--- src/rtl/bus_burst_initiator_if.sv ---
// Signal bundle between a burst initiator and its command/data clients and the memory bus.
// master is the initiator's view; slave is the view of everything around it.
interface bus_burst_initiator_if #(
  parameter int unsigned ADDR_W = 8,
  parameter int unsigned DATA_W = 8,
  parameter int unsigned LEN_W  = 4
);

  // Command port
  logic              cmd_valid;
  logic              cmd_ready;
  logic              cmd_rwn;
  logic [ADDR_W-1:0] cmd_addr;
  logic [LEN_W-1:0]  cmd_len;

  // Write-data stream
  logic              wr_valid;
  logic              wr_ready;
  logic [DATA_W-1:0] wr_data;

  // Read-data stream
  logic              rd_valid;
  logic              rd_ready;
  logic [DATA_W-1:0] rd_data;

  // Memory bus
  logic [ADDR_W-1:0] bus_addr;
  logic              bus_rwn;
  logic [DATA_W-1:0] bus_wdata;
  logic              bus_wdata_oe;
  logic [DATA_W-1:0] bus_rdata;

  logic              done;

  modport master (
    input  cmd_valid, cmd_rwn, cmd_addr, cmd_len,
    input  wr_valid, wr_data,
    input  rd_ready,
    input  bus_rdata,
    output cmd_ready, wr_ready, rd_valid, rd_data,
    output bus_addr, bus_rwn, bus_wdata, bus_wdata_oe,
    output done
  );

  modport slave (
    output cmd_valid, cmd_rwn, cmd_addr, cmd_len,
    output wr_valid, wr_data,
    output rd_ready,
    output bus_rdata,
    input  cmd_ready, wr_ready, rd_valid, rd_data,
    input  bus_addr, bus_rwn, bus_wdata, bus_wdata_oe,
    input  done
  );

endinterface

--- src/rtl/bus_burst_initiator.sv ---
// Burst initiator for the Addr/Data/RWn memory bus: one beat at a time, two cycles per beat,
// every bus-facing output comes straight from a flop so RWn cannot glitch.
module bus_burst_initiator #(
  parameter int unsigned ADDR_W = 8,
  parameter int unsigned DATA_W = 8,
  parameter int unsigned LEN_W  = 4
) (
  input logic                   clk,
  input logic                   rst_n,
  bus_burst_initiator_if.master bus
);

  typedef enum logic [2:0] {
    StIdle,
    StWrWait,
    StWrStrobe,
    StRdAddr,
    StRdOut
  } state_e;

  state_e            state_q;
  logic [LEN_W-1:0]  beats_q;
  logic [ADDR_W-1:0] addr_q;
  logic [DATA_W-1:0] wdata_q;
  logic              rwn_q;
  logic              oe_q;
  logic [DATA_W-1:0] rd_data_q;
  logic              rd_valid_q;
  logic              done_q;

  // beats_q counts beats still to run after the current one; zero marks the last beat.
  always_ff @(posedge clk or negedge rst_n) begin
    if (!rst_n) begin
      state_q    <= StIdle;
      beats_q    <= '0;
      addr_q     <= '0;
      wdata_q    <= '0;
      rwn_q      <= 1'b1;
      oe_q       <= 1'b0;
      rd_data_q  <= '0;
      rd_valid_q <= 1'b0;
      done_q     <= 1'b0;
    end else begin
      done_q <= 1'b0;
      unique case (state_q)
        StIdle: begin
          if (bus.cmd_valid) begin
            addr_q  <= bus.cmd_addr;
            beats_q <= bus.cmd_len;
            state_q <= bus.cmd_rwn ? StRdAddr : StWrWait;
          end
        end
        StWrWait: begin
          if (bus.wr_valid) begin
            wdata_q <= bus.wr_data;
            rwn_q   <= 1'b0;
            oe_q    <= 1'b1;
            state_q <= StWrStrobe;
          end
        end
        StWrStrobe: begin
          // Address and data were set up a cycle earlier and only move after RWn returns high.
          rwn_q <= 1'b1;
          oe_q  <= 1'b0;
          if (beats_q == '0) begin
            done_q  <= 1'b1;
            state_q <= StIdle;
          end else begin
            addr_q  <= addr_q + ADDR_W'(1);
            beats_q <= beats_q - LEN_W'(1);
            state_q <= StWrWait;
          end
        end
        StRdAddr: begin
          rd_data_q  <= bus.bus_rdata;
          rd_valid_q <= 1'b1;
          state_q    <= StRdOut;
        end
        StRdOut: begin
          if (bus.rd_ready) begin
            rd_valid_q <= 1'b0;
            if (beats_q == '0) begin
              done_q  <= 1'b1;
              state_q <= StIdle;
            end else begin
              addr_q  <= addr_q + ADDR_W'(1);
              beats_q <= beats_q - LEN_W'(1);
              state_q <= StRdAddr;
            end
          end
        end
        default: state_q <= StIdle;
      endcase
    end
  end

  assign bus.cmd_ready    = (state_q == StIdle);
  assign bus.wr_ready     = (state_q == StWrWait);
  assign bus.rd_valid     = rd_valid_q;
  assign bus.rd_data      = rd_data_q;
  assign bus.bus_addr     = addr_q;
  assign bus.bus_rwn      = rwn_q;
  assign bus.bus_wdata    = wdata_q;
  assign bus.bus_wdata_oe = oe_q;
  assign bus.done         = done_q;

endmodule

--- src/flat_wrapper.sv ---
// flat-port wrapper written by rule: the top's interface ports become plain ports
module bus_burst_initiator_flat 
#(
  parameter int unsigned ADDR_W = 8,
  parameter int unsigned DATA_W = 8,
  parameter int unsigned LEN_W  = 4
)
  (clk, rst_n, bus_cmd_valid, bus_cmd_rwn, bus_cmd_addr, bus_cmd_len, bus_wr_valid, bus_wr_data, bus_rd_ready, bus_bus_rdata, bus_cmd_ready, bus_wr_ready, bus_rd_valid, bus_rd_data, bus_bus_addr, bus_bus_rwn, bus_bus_wdata, bus_bus_wdata_oe, bus_done);
  bus_burst_initiator_if #(.ADDR_W(ADDR_W), .DATA_W(DATA_W), .LEN_W(LEN_W)) bus_i ();
  input logic clk;
  input logic rst_n;
  input wire logic [$bits(bus_i.cmd_valid)-1:0] bus_cmd_valid;
  input wire logic [$bits(bus_i.cmd_rwn)-1:0] bus_cmd_rwn;
  input wire logic [$bits(bus_i.cmd_addr)-1:0] bus_cmd_addr;
  input wire logic [$bits(bus_i.cmd_len)-1:0] bus_cmd_len;
  input wire logic [$bits(bus_i.wr_valid)-1:0] bus_wr_valid;
  input wire logic [$bits(bus_i.wr_data)-1:0] bus_wr_data;
  input wire logic [$bits(bus_i.rd_ready)-1:0] bus_rd_ready;
  input wire logic [$bits(bus_i.bus_rdata)-1:0] bus_bus_rdata;
  output wire logic [$bits(bus_i.cmd_ready)-1:0] bus_cmd_ready;
  output wire logic [$bits(bus_i.wr_ready)-1:0] bus_wr_ready;
  output wire logic [$bits(bus_i.rd_valid)-1:0] bus_rd_valid;
  output wire logic [$bits(bus_i.rd_data)-1:0] bus_rd_data;
  output wire logic [$bits(bus_i.bus_addr)-1:0] bus_bus_addr;
  output wire logic [$bits(bus_i.bus_rwn)-1:0] bus_bus_rwn;
  output wire logic [$bits(bus_i.bus_wdata)-1:0] bus_bus_wdata;
  output wire logic [$bits(bus_i.bus_wdata_oe)-1:0] bus_bus_wdata_oe;
  output wire logic [$bits(bus_i.done)-1:0] bus_done;
  assign bus_i.cmd_valid = bus_cmd_valid;
  assign bus_i.cmd_rwn = bus_cmd_rwn;
  assign bus_i.cmd_addr = bus_cmd_addr;
  assign bus_i.cmd_len = bus_cmd_len;
  assign bus_i.wr_valid = bus_wr_valid;
  assign bus_i.wr_data = bus_wr_data;
  assign bus_i.rd_ready = bus_rd_ready;
  assign bus_i.bus_rdata = bus_bus_rdata;
  assign bus_cmd_ready = bus_i.cmd_ready;
  assign bus_wr_ready = bus_i.wr_ready;
  assign bus_rd_valid = bus_i.rd_valid;
  assign bus_rd_data = bus_i.rd_data;
  assign bus_bus_addr = bus_i.bus_addr;
  assign bus_bus_rwn = bus_i.bus_rwn;
  assign bus_bus_wdata = bus_i.bus_wdata;
  assign bus_bus_wdata_oe = bus_i.bus_wdata_oe;
  assign bus_done = bus_i.done;
  bus_burst_initiator #(.ADDR_W(ADDR_W), .DATA_W(DATA_W), .LEN_W(LEN_W)) u_core (.clk(clk), .rst_n(rst_n), .bus(bus_i));
endmodule
--- config.mk ---
export PLATFORM = sky130hd
export DESIGN_NAME = bus_burst_initiator_flat
export DESIGN_NICKNAME = d
export VERILOG_FILES = /design/src/rtl/bus_burst_initiator_if.sv /design/src/rtl/bus_burst_initiator.sv /design/src/flat_wrapper.sv
export SDC_FILE = /design/constraint.sdc
export NUM_CORES = 1
export LEC_CHECK = 0
export ABC_AREA = 1
export BUFFER_PORTS_ARGS = -buffer_cell sky130_fd_sc_hd__buf_2
export CAP_MARGIN = 10
export CELL_PAD_IN_SITES_DETAIL_PLACEMENT = 0
export CELL_PAD_IN_SITES_GLOBAL_PLACEMENT = 1
export CORE_UTILIZATION = 30
export DETAILED_ROUTE_END_ITERATION = 10
export HOLD_SLACK_MARGIN = 0.03
export PLACE_DENSITY_LB_ADDON = 0.1
export REMOVE_ABC_BUFFERS = 1
export SYNTH_ARGS = -nofsm -noshare
export SYNTH_HDL_FRONTEND = slang
export SYNTH_SLANG_ARGS = --single-unit
--- constraint.sdc ---
create_clock -name clk -period 4.4 [get_ports clk]
set_input_delay 0.88 -clock clk [delete_from_list [all_inputs] [get_ports clk]]
set_output_delay 0.88 -clock clk [all_outputs]
set_load 0.02 [all_outputs]
==> results of run 1 <==
## critical path, cell delays in order (launching register included)
cell and delay [ns]:
dfrtp_1 0.47, nor3_2 0.31, buf_2 0.22
## power groups by stage
stage / clock network [W] / registers (W) / logic [W]
after floorplan: 0 / 0.000752 / 0.000564
after global placement: 0 / 0.000620 / 0.00100
after detailed placement: 0 / 0.000619 / 0.00100
after CTS: 0.000248 / 0.000617 / 0.00101
after global routing: 0.000258 / 0.000639 / 0.00111
final: 0.000236 / 0.000614 / 0.000985
## cell usage in the layout, fill, tap and decap left out, drive strengths merged, types with 3 or more instances in the layout
cell type	n
a21oi	3
buf	63
clkbuf	5
dfrtp	34
inv	17
mux2	8
nand2	101
nand3	17
nor2	12
o21ai	13
## metrics by stage
stage / instance area [µm²] / power, W / instances / hold slack, ns / utilization (%)
final: 2260 / 0.00183 / 362 / 0.469 / 38.5
after global routing: 2260 / 0.00201 / 362 / 0.476 / 38.5
after global placement: 2170 / 0.00162 / 354 / 0.449 / 36.9
after CTS: 2260 / 0.00187 / 362 / 0.471 / 38.5
after floorplan: 1770 / 0.00132 / 216 / 0.497 / -
after detailed placement: 2170 / 0.00162 / 354 / 0.460 / 36.9
## per-layer routing
metal / track usage [%] / part of all wire [%] / up-vias / wire length (µm)
met5: 0 / 0 / - / 0
met4: 4.29 / 0.50 / 0 / 21
met3: 4.91 / 6.3 / 2 / 265
met2: 22.2 / 44 / 48 / 1870
met1: 18.9 / 49 / 715 / 2080
li1: - / - / 825 / -
## path summary, 6_finish.rpt
kind	from	end	slack, ns
hold reg to reg	u_core.bus.bus_rwn$_DFFE_PN1P_	u_core.bus.bus_rwn$_DFFE_PN1P_	0.47
setup reg to reg	u_core.state_q[1]$_DFFE_PN0P_	u_core.bus.bus_addr[6]$_DFFE_PN0P_	2.73
hold / removal	u_core.bus.bus_rwn$_DFFE_PN1P_	u_core.bus.bus_rwn$_DFFE_PN1P_	0.47
setup / recovery	u_core.state_q[1]$_DFFE_PN0P_	bus_wr_ready	2.23
max in group asynchronous	rst_n	u_core.bus.bus_addr[4]$_DFFE_PN0P_	3.18
min in group asynchronous	rst_n	u_core.beats_q[0]$_DFFE_PN0P_	0.69
## flip-flops by register name, summed over array words and instances, names as in the netlist
signal	cells
u_core.state_q	3
u_core.bus.rd_valid	1
u_core.bus.bus_wdata_oe	1
u_core.bus.bus_rwn	1
u_core.bus.rd_data	8
u_core.bus.done	1
u_core.beats_q	4
u_core.bus.bus_addr	8
u_core.bus.bus_wdata	8
## cells by family after synthesis
kind of cell / after synthesis / share of synthesized area, %
AO/OA/AOI/OAI: 19 / 6.60
adder cells (fa/ha/maj): 2 / 1.37
buffers and inverters: 23 / 6.53
flip-flops: 35 / 48.2
multiplexers: 8 / 4.95
AND/OR/NAND/NOR: 135 / 32.4
## cell type report
class | count | area share (%)
clock buffer | 5 | 3.04
clock inverter | 3 | 0.884
inverter | 17 | 2.82
multi-input combinational | 164 | 36.4
sequential | 35 | 38.8
tap | 75 | 4.15
timing repair buffer | 63 | 13.9
==> results.py, run 1 <==
metrics = {
    "logic_synthesis": {
        "syn-mean-instance-area_um2": 8.20,
        "syn_inst": 222,
        "yosysSeqAreaShare_pct": 48.2,
        "synth_edf_count": 0,
        "ys_seq_elements": 35,
        "synth_top_area_share_pct": 46.7,
        "synth_common_cells": "nand2_1 (99), dfrtp_1 (34), inv_1 (15), nand3_1 (15), nor2_1 (9)",
        "synthMostInstantiatedCell": "nand2_1",
        "synth_top_area_cell": "dfrtp_1",
        "synthesis.area_mm2": 0.00182,
        "synth_area_leaders": "dfrtp_1 (47%), nand2_1 (20%), mux2_2 (4.9%)",
        "synth.distinct_cells": 30,
        "yosys_warnings": 0,
        "synth_ff_type": "dfrtp_1",
        "synthArstFlopShare_pct": 100,
    },
    "sta": {
        "clock_skew_ns": 0.00660,
        "finalCriticalPeriod_ns": 2.17,
        "worst_slew_pin_slew_ns": 0.832,
        "finalMaxSlewViolations": 0,
        "maxSlewHeadroom_pct": 44.5,
        "rsz0062_at_grt": "no",
        "timing.final.crit_share_pct": 49.3,
        "finalHoldViolCount": 0,
        "fin_tns_setup_ns": 0,
        "setup_viol": 0,
        "setup_ws_ns": 2.23,
        "max_freq_mhz": 461,
    },
    "clock_network": {
        "clock_sinks": 35,
        "cts_made_buffers": 5,
        "ctsHtreeMaxLevel": 2,
        "cts-root-buf": "clkbuf_8",
        "postCtsSetupBuffers": 0,
        "cts_max_path_buffers": 2,
        "cts_resized": 0,
        "cts.clk_slew.worst_paths_ns": 0.08,
        "hold_buffers": 0,
        "clk_latency_ns": 0.29,
        "cts_tree": "built",
    },
    "worst_setup_path": {
        "cp_max_fo": 7,
        "ff2ff_path_depth": 7,
        "end_kind": "primary output",
        "crit_required_ns": 3.52,
        "start_kind": "flip-flop",
        "cp.arrival_ns": 1.29,
        "critical_path_class": "flip-flop to primary output",
    },
    "grt": {
        "grt_usage_pct": 14.4,
        "antenna_found_initial": 0,
        "grt_pass1_vias": 1523,
        "grt_pass1_wl_mm": 6.98,
        "grt_max_degree": 36,
        "grt_remaining_overflow": 0,
    },
    "finish": {
        "seq_area_um2": 877,
        "multiInputGateArea_um2": 825,
        "diodes": 0,
        "drive_above_1_share_pct": 33.4,
        "n_fill_cell": 646,
        "areaGrowthSynthToFinish_pct": 24.3,
        "layout.nets": 322,
    },
    "route": {
        "dr.pass1.iters": 4,
        "wire_per_inst_um": 11.7,
        "drtAntennaViolNets": 0,
        "routed_wl_mm": 4.23,
        "drc": 0,
        "num_vias": 1590,
        "drt-initial-drc-count": 45,
        "vias_per_cell": 4.39,
    },
    "power": {
        "power_density_mw_per_mm2": 811,
        "p_seq_share_pct": 33.5,
        "comb_power_share_pct": 53.7,
        "ir_worst_vdd_mv": 0.307,
        "p_sw_share_pct": 48.9,
        "p_clk_share_pct": 12.8,
        "p_sw_w": 0.000897,
        "leakagePower_nw": 1.22,
        "p_int_w": 0.000938,
    },
    "hold_path": {
        "hold_depth": 2,
        "hp-class": "flip-flop to flip-flop",
    },
    "flow_run": {
        "drv_cap": 0,
    },
    "floorplan": {
        "die_h_um": 79.9,
        "start_util_pct": 30.9,
        "die_w_um": 79.9,
        "dieArea_mm2": 0.00638,
        "io_pins": 64,
        "core_mm2": 0.00589,
        "row_count": 28,
    },
    "placed_design": {
        "hpwl_mm": 3.03,
        "io_buffers": 63,
        "gp_congestion": 0.743,
        "place_ws_ns": 2.51,
    },
    "status": {
        "status": "completed",
    },
}
(Power assumes the default switching activity.)
==> run 2: changes to the inputs <==
- ABC_AREA: 1 -> 0
- clock period: 4.4 -> 2.2 ns (I/O delays scaled with it)
==> run 2 against run 1 <==
  * First-iteration DRC count grew 27%
  * Sequential share of layout area grew 0.22 points
  * Global-route usage grew 0.43 points
  * Area after synthesis shrank 3.4%
  * Register-to-register slack lost 2.5 ns
  * Sequential cell count is the same
  * Critical path type is now flip-flop to flip-flop
  * Largest cell class unchanged
  * Largest power group unchanged
  * Highest routed layer unchanged
==> results.py, run 2 <==
metrics = {
    "power": {
        "p_sw_w": 0.00164,
        "p_clk_share_pct": 12.7,
        "p_seq_share_pct": 33.0,
        "p_int_w": 0.00201,
        "p_sw_share_pct": 44.9,
        "leakagePower_nw": 1.04,
        "power_density_mw_per_mm2": 1620,
        "comb_power_share_pct": 54.3,
        "ir_worst_vdd_mv": 0.586,
    },
    "grt": {
        "busiest_layer": "met2",
        "grt_remaining_overflow": 0,
        "grt_pass1_vias": 1532,
        "met2_usage_pct": 25.5,
        "use_met1_pct": 17.8,
        "grt_max_degree": 36,
        "grt_pass1_wl_mm": 7.18,
        "grt_usage_pct": 14.8,
        "grt_use_met3_pct": 4.30,
        "antenna_found_initial": 0,
    },
    "sta": {
        "fin_tns_setup_ns": 0,
        "clock_skew_ns": 0.00573,
        "rsz0062_at_grt": "no",
        "timing.final.crit_share_pct": 89.2,
        "finalMaxSlewViolations": 0,
        "hold_slack_ns": 0.240,
        "setup_viol": 0,
        "max_freq_mhz": 510,
        "worst_slew_pin_slew_ns": 0.811,
        "maxSlewHeadroom_pct": 46.0,
        "finalCriticalPeriod_ns": 1.96,
        "finalHoldViolCount": 0,
    },
    "finish": {
        "final_cell_mix": "buf_2 (63), dfrtp_1 (34), mux2_2 (13), o21ai_0 (13), a21oi_1 (12)",
        "diodes": 0,
        "areaGrowthSynthToFinish_pct": 28.0,
        "drive_above_1_share_pct": 42.1,
        "n_fill_cell": 572,
        "final_common_cell": "buf_2",
        "layout.nets": 268,
    },
    "worst_setup_path": {
        "slowest_stage": "a21oi_4",
        "cp_max_fo": 13,
        "crit_required_ns": 2.38,
        "start_kind": "flip-flop",
        "cp.arrival_ns": 2.14,
        "cpPeakStageDelay_ns": 0.40,
        "critical_path_class": "flip-flop to flip-flop",
        "end_kind": "flip-flop",
        "crit_chain": "inv_1, ha_1, nor3b_1, o22a_1, a21oi_4, mux2_2",
    },
    "floorplan": {
        "core_mm2": 0.00557,
        "row_count": 27,
        "start_util_pct": 31.6,
        "dieArea_mm2": 0.00617,
        "io_pins": 64,
        "die_w_um": 78.6,
        "die_h_um": 78.6,
    },
    "clock_network": {
        "cts_max_path_buffers": 2,
        "ctsHtreeMaxLevel": 2,
        "cts_resized": 0,
        "cts_tree": "built",
        "cts.clk_slew.worst_paths_ns": 0.07,
        "cts_made_buffers": 5,
        "hold_buffers": 0,
        "clock_sinks": 35,
        "clk_latency_ns": 0.29,
        "cts-root-buf": "clkbuf_8",
        "postCtsSetupBuffers": 0,
    },
    "logic_synthesis": {
        "synthArstFlopShare_pct": 100,
        "synthesis.area_mm2": 0.00176,
        "synthMostInstantiatedCell": "dfrtp_1",
        "synth_common_cells": "dfrtp_1 (34), mux2_2 (13), o21ai_0 (13)",
        "ys_seq_elements": 35,
        "synth_edf_count": 0,
        "synth_area_leaders": "dfrtp_1 (48%), mux2_2 (8.3%), o21ai_0 (3.7%)",
        "syn-mean-instance-area_um2": 10.7,
        "synth_top_area_cell": "dfrtp_1",
        "yosysSeqAreaShare_pct": 49.9,
        "syn_inst": 165,
        "synth_top_area_share_pct": 48.4,
        "synth.distinct_cells": 40,
        "synth_ff_type": "dfrtp_1",
        "yosys_warnings": 0,
    },
    "route": {
        "routed_wl_mm": 4.34,
        "drc": 0,
        "wire_per_inst_um": 14.2,
        "drtAntennaViolNets": 0,
        "drt-initial-drc-count": 57,
        "vias_per_cell": 4.87,
        "dr.pass1.iters": 4,
        "num_vias": 1486,
    },
    "placed_design": {
        "hpwl_mm": 3.19,
        "io_buffers": 63,
        "gp_congestion": 0.769,
    },
    "hold_path": {
        "hp-class": "input port to asynchronous set/reset pin",
    },
    "status": {
        "status": "completed",
    },
    "flow_run": {
        "drv_cap": 0,
    },
}
==> run 2: cell count changes in the layout (fill, tap and decap cells not counted), moves of 8 or more <==
cell     change
a21oi_1      +9
nand3_1      -8
inv_1       -11
nand2_1     -89
==> run 2: per-layer routing <==
metal / wire length, µm / vias up
met4: 41 / 0
met2: 2050 / 41
li1: - / 739
met1: 2000 / 700
met5: 0 / -
met3: 243 / 6
==> run 2: per-stage QoR <==
stage | instance area [µm²] | utilization (%) | power [W] | std cells | worst slack, ns
global placement | 2160 | 38.8 | 0.00317 | 297 | 0.269
floorplan | 1710 | - | 0.00253 | 156 | 0.273
CTS | 2250 | 40.4 | 0.00370 | 305 | 0.228
detailed placement | 2160 | 38.8 | 0.00322 | 297 | 0.235
finish | 2250 | 40.4 | 0.00365 | 305 | 0.237
global route | 2250 | 40.4 | 0.00393 | 305 | 0.136
==> run 2: worst paths after layout <==
kind | depth (start not counted) | slack, ns | startpoint | endpoint
min in group clk | 2 | 0.36 | bus_wr_data[6] | u_core.bus.bus_wdata[6]$_DFFE_PN0P_
max in group asynchronous | 1 | 1.45 | rst_n | u_core.beats_q[0]$_DFFE_PN0P_
max | 6 | 0.24 | u_core.beats_q[0]$_DFFE_PN0P_ | u_core.bus.bus_addr[1]$_DFFE_PN0P_
max reg2reg | 6 | 0.24 | u_core.beats_q[0]$_DFFE_PN0P_ | u_core.bus.bus_addr[1]$_DFFE_PN0P_
min | 1 | 0.24 | rst_n | u_core.bus.bus_wdata[0]$_DFFE_PN0P_
min reg2reg | 1 | 0.49 | u_core.bus.bus_wdata[6]$_DFFE_PN0P_ | u_core.bus.bus_wdata[6]$_DFFE_PN0P_
==> run 2: final cells by class <==
class	instances	area [µm²]	share of cell area, %
Clock buffer	5	68.8	3.06
Clock inverter	3	20.0	0.889
Inverter	5	18.8	0.834
Multi-Input combinational cell	116	816	36.2
Sequential cell	35	877	39.0
Tap cell	72	90.1	4.00
Timing Repair Buffer	69	360	16.0
==> run 2: power by group through the flow <==
stage                     Clock [W]  Sequential (W)  Combinational [W]
after global placement            0         0.00119            0.00198
after detailed placement          0         0.00121            0.00201
after global routing       0.000508         0.00125            0.00218
final                      0.000464         0.00121            0.00198
after CTS                  0.000480         0.00120            0.00201
after floorplan                   0         0.00153            0.00100
==> run 2: logic make-up after synthesis <==
| family | synth area share [%] |
|---|---|
| AOI/OAI and AO/OA | 18.2 |
| xor gates and xnor gates | 0.996 |
| adders and majority gates | 1.42 |
| buffers and inverters | 3.77 |
| DFF | 49.9 |
| muxes | 12.0 |
| and+or+nand+nor | 13.7 |
==> run 2: worst max-delay path: cells and delay by family, from the launching register on <==
kind | cells | cell delay, ns
compound gates | 2 | 0.65
mux | 1 | 0.38
flops | 1 | 0.37
fa+ha+maj | 1 | 0.22
simple gates | 1 | 0.17
buf+inv | 1 | 0.07
